===== config.mk =====
export PLATFORM = sky130hd
export DESIGN_NAME = cart_rom_mapper
export DESIGN_NICKNAME = d
export VERILOG_FILES = /design/src/rtl/cart_rom_mapper_pkg.sv /design/src/rtl/cart_bank_wr_decode.sv /design/src/rtl/cart_rom_mapper.sv
export SDC_FILE = /design/constraint.sdc
export NUM_CORES = 1
export LEC_CHECK = 0
export ABC_AREA = 1
export BUFFER_PORTS_ARGS = -buffer_cell sky130_fd_sc_hd__clkbuf_2
export CAP_MARGIN = 0
export CORE_ASPECT_RATIO = 0.8
export CORE_MARGIN = 1.5
export CORE_UTILIZATION = 30
export DETAILED_ROUTE_END_ITERATION = 16
export GPL_ROUTABILITY_DRIVEN = 0
export PLACE_DENSITY = 0.5
export SLEW_MARGIN = 10
export SYNTH_ARGS = -nofsm -noshare
export SYNTH_HDL_FRONTEND = slang
export SYNTH_SLANG_ARGS = --single-unit

===== constraint.sdc =====
create_clock -name clk -period 3.8 [get_ports clk]
set_clock_uncertainty 0.05 [all_clocks]
set_input_delay 0.57 -clock clk [delete_from_list [all_inputs] [get_ports clk]]
set_output_delay 0.57 -clock clk [all_outputs]
set_load 0.02 [all_outputs]

===== src/rtl/cart_rom_mapper_pkg.sv =====
// MSX cartridge mapper types, window constants and per-mapper bank reset values.
package MSX;

    typedef enum logic [3:0] {
        MAPPER_UNUSED     = 4'd0,
        MAPPER_NONE       = 4'd1,
        MAPPER_LINEAR     = 4'd2,
        MAPPER_ASCII8     = 4'd3,
        MAPPER_ASCII16    = 4'd4,
        MAPPER_KONAMI     = 4'd5,
        MAPPER_KONAMI_SCC = 4'd6
    } mapper_typ_t;

    typedef struct packed {
        logic [26:0] addr;
        logic [15:0] size;
        logic        ro;
    } lookup_RAM_t;

    localparam int BANK_REG_W = 8;

    localparam logic [15:0] WIN0_BASE = 16'h4000;
    localparam logic [15:0] WIN1_BASE = 16'h6000;
    localparam logic [15:0] WIN2_BASE = 16'h8000;
    localparam logic [15:0] WIN3_BASE = 16'hA000;

    typedef logic [3:0][BANK_REG_W-1:0] bank_regs_t;

    // Index 0 is window W0; non-register mappers never read the banks.
    function automatic bank_regs_t mapper_reset_banks(input mapper_typ_t m);
        bank_regs_t b;
        case (m)
            MAPPER_ASCII8:  b = {8'd0, 8'd0, 8'd0, 8'd0};
            MAPPER_ASCII16: b = {8'd1, 8'd0, 8'd1, 8'd0};
            default:        b = {8'd3, 8'd2, 8'd1, 8'd0};
        endcase
        return b;
    endfunction

endpackage


===== src/rtl/cart_bank_wr_decode.sv =====
// Combinational decode of Z80 writes into bank-register write enables and data.
// KONAMI_SCC register map only exists when CART_KONAMI_SCC_EN is defined.
module cart_bank_wr_decode
    import MSX::*;
#(
    parameter int BANK_W = 8
) (
    input  mapper_typ_t             mapper,
    input  logic [15:0]             addr,
    input  logic [7:0]              data,
    output logic [3:0]              we,
    output logic [3:0][BANK_W-1:0]  bank_data
);

    logic [4:0] page;
    logic [3:0] konami_we;
    logic       unused_addr;

    assign page        = addr[15:11];
    assign unused_addr = ^addr[10:0];

    always_comb begin
        konami_we = 4'b0000;
        if (addr[15:13] == WIN1_BASE[15:13]) konami_we[1] = 1'b1;
        if (addr[15:13] == WIN2_BASE[15:13]) konami_we[2] = 1'b1;
        if (addr[15:13] == WIN3_BASE[15:13]) konami_we[3] = 1'b1;
    end

    always_comb begin
        we = 4'b0000;
        for (int i = 0; i < 4; i++) bank_data[i] = BANK_W'(data);
        case (mapper)
            MAPPER_ASCII8: begin
                case (page)
                    5'b01100: we[0] = 1'b1;
                    5'b01101: we[1] = 1'b1;
                    5'b01110: we[2] = 1'b1;
                    5'b01111: we[3] = 1'b1;
                    default:  we    = 4'b0000;
                endcase
            end
            MAPPER_ASCII16: begin
                // A 16 KiB bank spans two consecutive 8 KiB pages.
                bank_data[0] = BANK_W'({data[6:0], 1'b0});
                bank_data[1] = BANK_W'({data[6:0], 1'b1});
                bank_data[2] = BANK_W'({data[6:0], 1'b0});
                bank_data[3] = BANK_W'({data[6:0], 1'b1});
                if (page == 5'b01100) we = 4'b0011;
                if (page == 5'b01110) we = 4'b1100;
            end
            MAPPER_KONAMI: we = konami_we;
            MAPPER_KONAMI_SCC: begin
`ifdef CART_KONAMI_SCC_EN
                case (page)
                    5'b01010: we[0] = 1'b1;
                    5'b01110: we[1] = 1'b1;
                    5'b10010: we[2] = 1'b1;
                    5'b10110: we[3] = 1'b1;
                    default:  we    = 4'b0000;
                endcase
`else
                we = konami_we;
`endif
            end
            default: we = 4'b0000;
        endcase
    end

endmodule


===== src/rtl/cart_rom_mapper.sv =====
// Cartridge ROM bank-switching stage: bank register writes and CPU-to-SDRAM address translation.
// Optional SCC register window is enabled by defining CART_KONAMI_SCC_EN.
module cart_rom_mapper
    import MSX::*;
#(
    parameter int BANK_W = 8
) (
    input  logic        clk,
    input  logic        reset,
    input  logic        cs,
    input  logic [15:0] cpu_addr,
    input  logic [7:0]  cpu_dout,
    input  logic        cpu_wr,
    input  logic        cpu_rd,
    input  mapper_typ_t mapper,
    input  lookup_RAM_t lookup,
    output logic [26:0] mem_addr,
    output logic        mem_rd,
    output logic        mem_valid,
    output logic        scc_sel
);

    logic [3:0][BANK_W-1:0] banks;
    logic [3:0][BANK_W-1:0] bank_data;
    logic [3:0]             we;
    bank_regs_t             rst_banks;
    mapper_typ_t            mapper_q;
    logic                   wr_q;
    logic                   rd_q;
    logic                   wr_rise;
    logic                   rd_rise;
    logic [1:0]             win;
    logic                   in_rom;
    logic                   has_regs;
    logic [BANK_W-1:0]      bank_sel;
    logic [BANK_W-1:0]      bank_masked;
    logic [16:0]            mask_full;
    logic [BANK_W+12:0]     offset;
    logic [26:0]            addr_next;
    logic                   valid_next;
    logic                   scc_next;
    logic                   unused_bits;

    cart_bank_wr_decode #(.BANK_W(BANK_W)) u_wr_decode (
        .mapper    (mapper),
        .addr      (cpu_addr),
        .data      (cpu_dout),
        .we        (we),
        .bank_data (bank_data)
    );

    assign rst_banks = mapper_reset_banks(mapper);
    assign wr_rise   = cpu_wr & ~wr_q & cs;
    assign rd_rise   = cpu_rd & ~rd_q & cs & ~wr_rise;

    // 0x4000 -> W0 ... 0xA000 -> W3
    assign win      = {~cpu_addr[14], cpu_addr[13]};
    assign in_rom   = (cpu_addr >= WIN0_BASE) && (cpu_addr < (WIN3_BASE + 16'h2000));
    assign has_regs = (mapper == MAPPER_ASCII8) || (mapper == MAPPER_ASCII16) ||
                      (mapper == MAPPER_KONAMI) || (mapper == MAPPER_KONAMI_SCC);

    assign bank_sel    = has_regs ? banks[win] : BANK_W'(win);
    assign mask_full   = {lookup.size, 1'b0} - 17'd1;
    assign bank_masked = bank_sel & mask_full[BANK_W-1:0];
    assign offset      = {bank_masked, cpu_addr[12:0]};
    assign addr_next   = lookup.addr + 27'(offset);
    assign valid_next  = in_rom && (lookup.size != 16'd0) && (mapper != MAPPER_UNUSED);
    assign unused_bits = ^{mask_full, lookup.ro};

`ifdef CART_KONAMI_SCC_EN
    assign scc_next = (mapper == MAPPER_KONAMI_SCC) && (banks[2][5:0] == 6'h3F) &&
                      cs && (cpu_addr[15:11] == 5'b10011);
`else
    assign scc_next = 1'b0;
`endif

    // A mapper change reloads the banks and swallows any write in the same cycle.
    always_ff @(posedge clk) begin
        wr_q     <= cpu_wr;
        rd_q     <= cpu_rd;
        mapper_q <= mapper;
        if (reset) begin
            for (int i = 0; i < 4; i++) banks[i] <= BANK_W'(rst_banks[i]);
            mem_addr  <= '0;
            mem_rd    <= 1'b0;
            mem_valid <= 1'b0;
            scc_sel   <= 1'b0;
        end else begin
            if (mapper != mapper_q) begin
                for (int i = 0; i < 4; i++) banks[i] <= BANK_W'(rst_banks[i]);
            end else if (wr_rise) begin
                for (int i = 0; i < 4; i++) begin
                    if (we[i]) banks[i] <= bank_data[i];
                end
            end
            mem_addr  <= addr_next;
            mem_valid <= valid_next;
            scc_sel   <= scc_next;
            mem_rd    <= rd_rise && valid_next && !scc_next;
        end
    end

endmodule


## Yosys cells after proc, flatten, opt, wreduce, memory -nomap -nowiden

Cells that the tools add are included.

- $add $sub $neg: 2
- Multiply operators: 0
- Div/mod/pow operators: 0
- Magnitude comparators: 3
- Equal/unequal tests: 12
- Shift-type cells: 0
- Muxes and demuxes: 22
- Bitwise gates (word level): 10
- Reductions and logical operators: 19

Operators by type and width:

| cell | number |
|---|---|
| 32-bit 2-to-1 mux | 4 |
| 26-bit case mux with 2 select lines | 1 |
| 8-bit 2-to-1 mux | 6 |
| 27-bit by 21-bit adder with 27-bit output | 1 |
| 5-bit by 4-bit == test with 1-bit output, second input constant | 4 |
| 8-bit binary-select mux with 2-bit select | 1 |
| 16-bit by 15-bit >= comparator with 1-bit output, second input constant | 1 |
| 16-bit < comparator, second input constant | 1 |
| 16-bit nonzero test | 1 |
| 3-bit nonzero test | 5 |
| 4-bit by 3-bit == test with 1-bit output, second input constant | 3 |
| 4-bit case mux with 3 select lines | 1 |
| 8-bit AND | 1 |
| 2-bit AND reduction | 4 |
| 8-bit by 1-bit subtractor with 8-bit output, second input constant | 1 |
| 1-bit 2-to-1 mux | 7 |
| 3-bit == test, second input constant | 2 |
| 1-bit AND | 5 |
| 4-bit by 2-bit == test with 1-bit output, second input constant | 1 |
| 1-bit logical AND | 4 |
| 4-bit 2-to-1 mux | 1 |
| 4-bit inequality test | 1 |
| 1-bit NOT | 4 |
| 4-bit nonzero test | 1 |
| other kinds (5) | 7 |

- Register bits after elaboration: 67
- Bits in latches: 0
- Memory bits (writable): 0
- Bits in read-only memories: 0
- Bits of input ports: 77
- Output and inout port bits: 30
- Logic and storage cells: 78
- Memories kept: 0

## Longest topological paths before layout

- Depth in word-level cells: 8
- Gate-level depth with buffers: 21
- Mapped depth without buffers: 21

## Cells and area by module

Synthesis repeated with hierarchy kept, for this count alone.

- Cell total of the unflattened synthesis: 760
- Area, all modules: 4912.2 um^2

Modules (own cells, without submodules):

| module | times used | cells an instance | area an instance (um^2) | seq. area each (um^2) |
|---|---|---|---|---|
| cart_rom_mapper | 1 | 670 | 4435.5 | 1661.6 |
| cart_bank_wr_decode | 1 | 90 | 476.7 | 0.0 |

## Worst setup path before layout

Ideal clock, no wire load.

- Path kind: input -> register
- Start point: input port mapper[1]
- End point: register mem_addr[26]
- Library setup time: 0.115 ns
- Arrival time: 2.403 ns
- Data required time: 3.635 ns
- Setup slack: 1.232 ns
- Stages on the path: 16
- Buffers on the path: 0
- Cell sequence: nor2_1 inv_1 nor2_2 inv_4 nand2_4 nor2_4 o21ai_0 nor2_1 ha_1 nand2_1 nor2_1 nand2_1 nor3_1 nand2_1 a21oi_1 nor2_1

- Cells in the longest elaborated chain, start to end: 7
- Elaborated cells on any way between the ends: 10
- Classes of those cells: 1 x add/sub; 4 x eq/ne; 1 x mux; 1 x bitwise; 3 x reduce/logical

Ends and longest elaborated chain:

| item | line | RTL |
|---|---|---|
| start, declared | cart_rom_mapper.sv:15 | `input mapper_typ_t mapper,` |
| 4-bit by 2-bit == test with 1-bit output / 4-bit by 3-bit == test with 1-bit output (equally long branches) | cart_rom_mapper.sv:59 | `assign has_regs = (mapper == MAPPER_ASCII8) \|\| (mapper == MAPPER_ASCII16) \|\|` |
| 1-bit logical OR (2 in series) | cart_rom_mapper.sv:59 |  |
| 1-bit logical OR * | cart_rom_mapper.sv:60 | `(mapper == MAPPER_KONAMI) \|\| (mapper == MAPPER_KONAMI_SCC);` |
| 8-bit 2-to-1 mux * | cart_rom_mapper.sv:62 | `assign bank_sel = has_regs ? banks[win] : BANK_W'(win);` |
| 8-bit AND * | cart_rom_mapper.sv:64 | `assign bank_masked = bank_sel & mask_full[BANK_W-1:0];` |
| 27-bit by 21-bit adder with 27-bit output * | cart_rom_mapper.sv:66 | `assign addr_next = lookup.addr + 27'(offset);` |
| end signal, assigned | cart_rom_mapper.sv:96 | `mem_addr <= addr_next;` |
| end, declared | cart_rom_mapper.sv:17 | `output logic [26:0] mem_addr,` |

Every way passes the cells marked *; elsewhere a longest branch is shown, timed or not.
A chain may end at the register's enable or synchronous reset.

## Worst setup path after layout

- Start point: input port cpu_addr[14]
- End point: register mem_addr[26]

- Cells in the longest elaborated chain, start to end: 6

Ends and longest elaborated chain:

| item | line | RTL |
|---|---|---|
| start, declared | cart_rom_mapper.sv:11 | `input logic [15:0] cpu_addr,` |
| 1-bit NOT * | cart_rom_mapper.sv:57 | `assign win = {~cpu_addr[14], cpu_addr[13]};` |
| 8-bit binary-select mux with 2-bit select | cart_rom_mapper.sv:62 |  |
| 8-bit 2-to-1 mux (not written as such) | cart_rom_mapper.sv:62 |  |
| 8-bit 2-to-1 mux * | cart_rom_mapper.sv:62 |  |
| 8-bit AND * | cart_rom_mapper.sv:64 |  |
| 27-bit by 21-bit adder with 27-bit output * | cart_rom_mapper.sv:66 |  |

Every way passes the cells marked *; elsewhere a longest branch is shown, timed or not. The select of a mux whose other input is x is not followed.

==> impl_summary.md <==
Placed design
The detailed placer's ending HPWL is 10.01 mm. Counting tap cells, the placed design contains a total of between 900 and 1k instances. Port buffering added between 100 and 150 buffers. The placed standard-cell area is 0.005129 mm².

Global routing
The total track usage is 16.38%. The initial antenna violation count was 0. Entering global routing, the biggest net connects 25 pins. The first global-routing pass estimated roughly 20 mm of wire.

The number of global-route vias before repair is between 4k and 5k. After global routing the overflow that remains totals 0.

Synth
The post-synth net total is 744. Of the synthesized area, sequential elements account for between 30% and 40%. Synthesis produced a netlist whose cell count is approximately 640. In this run, synthesis produced a sequential element count of 67.

The synthesized design devotes to its leading area cell type around 22% of total area. The number of warning messages in the yosys log is 0. Yosys mapped a number of flops with a built-in enable equal to 32. After synthesis, the netlist uses 44 different library cells. Yosys attributes the largest share of cell area to edfxtp_1 22%, nand2_1 16%, dfxtp_1 16%. For this run, the leading register cell type out of synthesis is dfxtp_1. The average size of a mapped cell is a little under 7 µm². The biggest area contributor in the post-synthesis netlist is edfxtp_1. In this run the cell area of the synthesized design comes to ~0.0044 mm². In the synthesized netlist the async set-or-reset flop fraction comes to 0%.

Routing
The final routed wire length divided by cell count is 13.17 µm. Using the TritonRoute via totals, the vias-per-cell ratio works out to 4.630. The first detailed-routing pass ran for 5 iterations.

The detailed-route wire length is roughly 12 mm. The total number of vias is about 4.4k. After detailed routing, the number of remaining DRC violations is 0. The detailed router finished its first iteration with 229 violations. The remaining antenna violation count after routing is 0.

Die
The die is between 100 and 150 µm tall. The core region area is 0.01430 mm². For this configuration, the core starts out at a cell density of 30.72%. For this design the top-level I/O count stands at ~110. The die span in x is 138.3 µm. The standard-cell row count is 39.

The floorplan step defined a die boundary enclosing about 0.015 mm².

Finish
The leading cell type in the layout, fill and taps excluded is nand2_1. The top cell types in the final layout, fill and taps aside, are 187 x nand2_1, 105 x inv_1, 104 x clkbuf_2. The number of nets at the end of the flow is 856. The final non-filler cell total is ~940. The number of antenna diodes in the final layout is 0. The total non-filler cell area in the finished layout is around 0.0054 mm². The area growth from synthesis to layout is 23.70%. The ratio of cells with drive above 1 in the final layout is 17.89%.

Worst setup path
The sort of element at the start of the critical path is a primary input. The largest individual stage delay along the critical path comes from the cell a221oi_1. The arrival time of the worst setup path is roughly 3.1 ns. The worst setup path is captured at a flip-flop. Tracing the worst setup path back leads to its startpoint at cpu_addr[14]. The count of buffer and inverter cells on the critical path is 4.

The kind of cell with the highest combined delay along the critical path is simple AND/OR/NAND/NOR gates. The biggest fanout along the worst timing path is 8. The data required time of the critical path is approximately 4 ns. The startpoint of the worst register-to-register path is banks[13]. Traced cell by cell, the critical path runs through clkbuf_2 > inv_1 > nand2_1 > inv_1 > a221oi_1 > nor3_1 > ha_1 > nand2_1 > nor2_1 > inv_1 > nor3_1 > nand2_1 > a21oi_1 > nor2_1. The critical path in this run is classified as in2reg.

The stage delay of the slowest cell on the critical path is between 0.5 and 0.6 ns.

Clock network
The number of post-CTS setup repair buffers is 0. The clock root buffer is clkbuf_16. The number of clock buffers added by TritonCTS is 9. Post-CTS repair changed the size of 0 cells. TritonCTS built the clock tree.

The maximum number of buffers from clock root to sink is 2. The clock input transition at the sequential cells of the worst setup and hold paths is roughly 0.060 ns. The clock tree synthesis step divided the H-tree into 3 levels.

The later pin in the worst-skew pair is clocked with a latency of between 0.3 and 0.4 ns. Clock tree synthesis found a total of 67 sinks. Buffers inserted to repair hold after CTS numbered 0.

STA
At the pin with the least slew margin, the transition time is 0.8709 ns. The number of pins with negative max-slew slack in the final report is 0. For this run, the top clock speed supported by timing is 0.3399 GHz. The shortest period the worst path allows is 2.942 ns. The portion of the clock cycle consumed by the worst path in the final layout is approximately 77%. Setup repair after global routing left no endpoint under its margin.

Setup violations remaining at the end of the flow were counted as 0. Adding up every negative setup slack in the final design gives 0 ns. The count of endpoints failing hold in the final timing report came to 0. Measured against its own limit, the worst slew margin works out to between 40 and 50%.

Worst hold path
The worst hold path startpoint is cpu_wr. The tightest min-delay check is of the in2reg type.

Outcome
The flow ran to the end, and the final reports show no timing, DRC or antenna violations.

Power
The power per standard cell area is 388.4 mW/mm². IR analysis of the VDD net gives a maximum drop of slightly above 0.2 mV. The leakage power total is 0.002894 µW.

Flow run
Max-cap violations in this run came to 0.
-- per-layer routing --
layer / GRT usage, % / up-vias / wire [µm]
met2: 26.93 / 137 / 5653
met3: 4.492 / 20 / 881
li1: - / 2284 / -
met4: 5.614 / 0 / 262
met1: 20.67 / 1930 / 5632
met5: 0 / - / 0
-- final cells by class --
| cell class | count | area (µm²) |
|---|---|---|
| fill | 1530 | 8865 |
| multi-input combinational | 462 | 2285 |
| inverter | 108 | 409.1 |
| tap | 184 | 230.2 |
| clock buffer | 9 | 225.2 |
| sequential | 67 | 1662 |
| timing repair buffer | 107 | 543.0 |
| clock inverter | 7 | 78.83 |
-- stage by stage --
step	setup slack, ns	hold WS, ns	util, %	total power, µW
2_1_floorplan	1.232	0.4305	-	1100
3_3_place_gp	0.5593	0.4806	35.87	1250
3_5_place_dp	0.5350	0.4777	35.87	1254
4_1_cts	0.8854	0.2873	38.00	2135
5_1_grt	0.5502	0.2868	38.00	2222
6_report	0.8583	0.2971	38.00	2110
-- synth_stat cells, types with 2 or more instances --
master and instances:
nand2_1 187, inv_1 105, nor2_1 90, a21oi_1 44, dfxtp_1 35, edfxtp_1 32
nand3_1 29, ha_1 23, o21ai_0 18, nor3_1 13, and2_1 6, nand4_1 6
xor2_1 6, a221oi_1 4, nor4_1 4, a22oi_1 3, nand2_2 3, o21ai_1 3
a211oi_1 2, a31oi_1 2, buf_2 2, nor2_2 2, nor3_2 2, or2_0 2
-- final timing paths --
kind	cells after the start	slack, ns	endpoint
worst max-delay path	14	0.86	mem_addr[26]
worst min register to register	3	0.48	mem_rd
worst min-delay path	1	0.30	wr_q
worst max register to register	12	1.27	mem_addr[26]
-- kinds of logic (layout without fill, tap and decap cells) --
logic type               count (synthesis)  after routing  synth area share, %
flip-flops                              67             67                37.83
AND/OR/NAND/NOR                        348            348                33.13
other                                    1              1              0.08539
buffers and inverters                  114            231                10.14
adder cells (fa/ha/maj)                 24             24                7.009
XOR/XNOR                                 7              7                1.396
AO/OA/AOI/OAI                           82             82                10.40
-- registers in the layout, summed over array words and instances, names as in the netlist --
| register | flops |
|---|---|
| mem_addr | 27 |
| mem_rd | 1 |
| mem_valid | 1 |
| rd_q | 1 |
| mapper_q | 4 |
| banks | 32 |
| wr_q | 1 |
-- where the power goes --
part | switching [µW] | leakage, µW | internal (µW)
clock network | 356 | 0.000152 | 519
logic | 274 | 0.00208 | 143
registers | 13.6 | 0.000664 | 805
(Power assumes the default switching activity.)
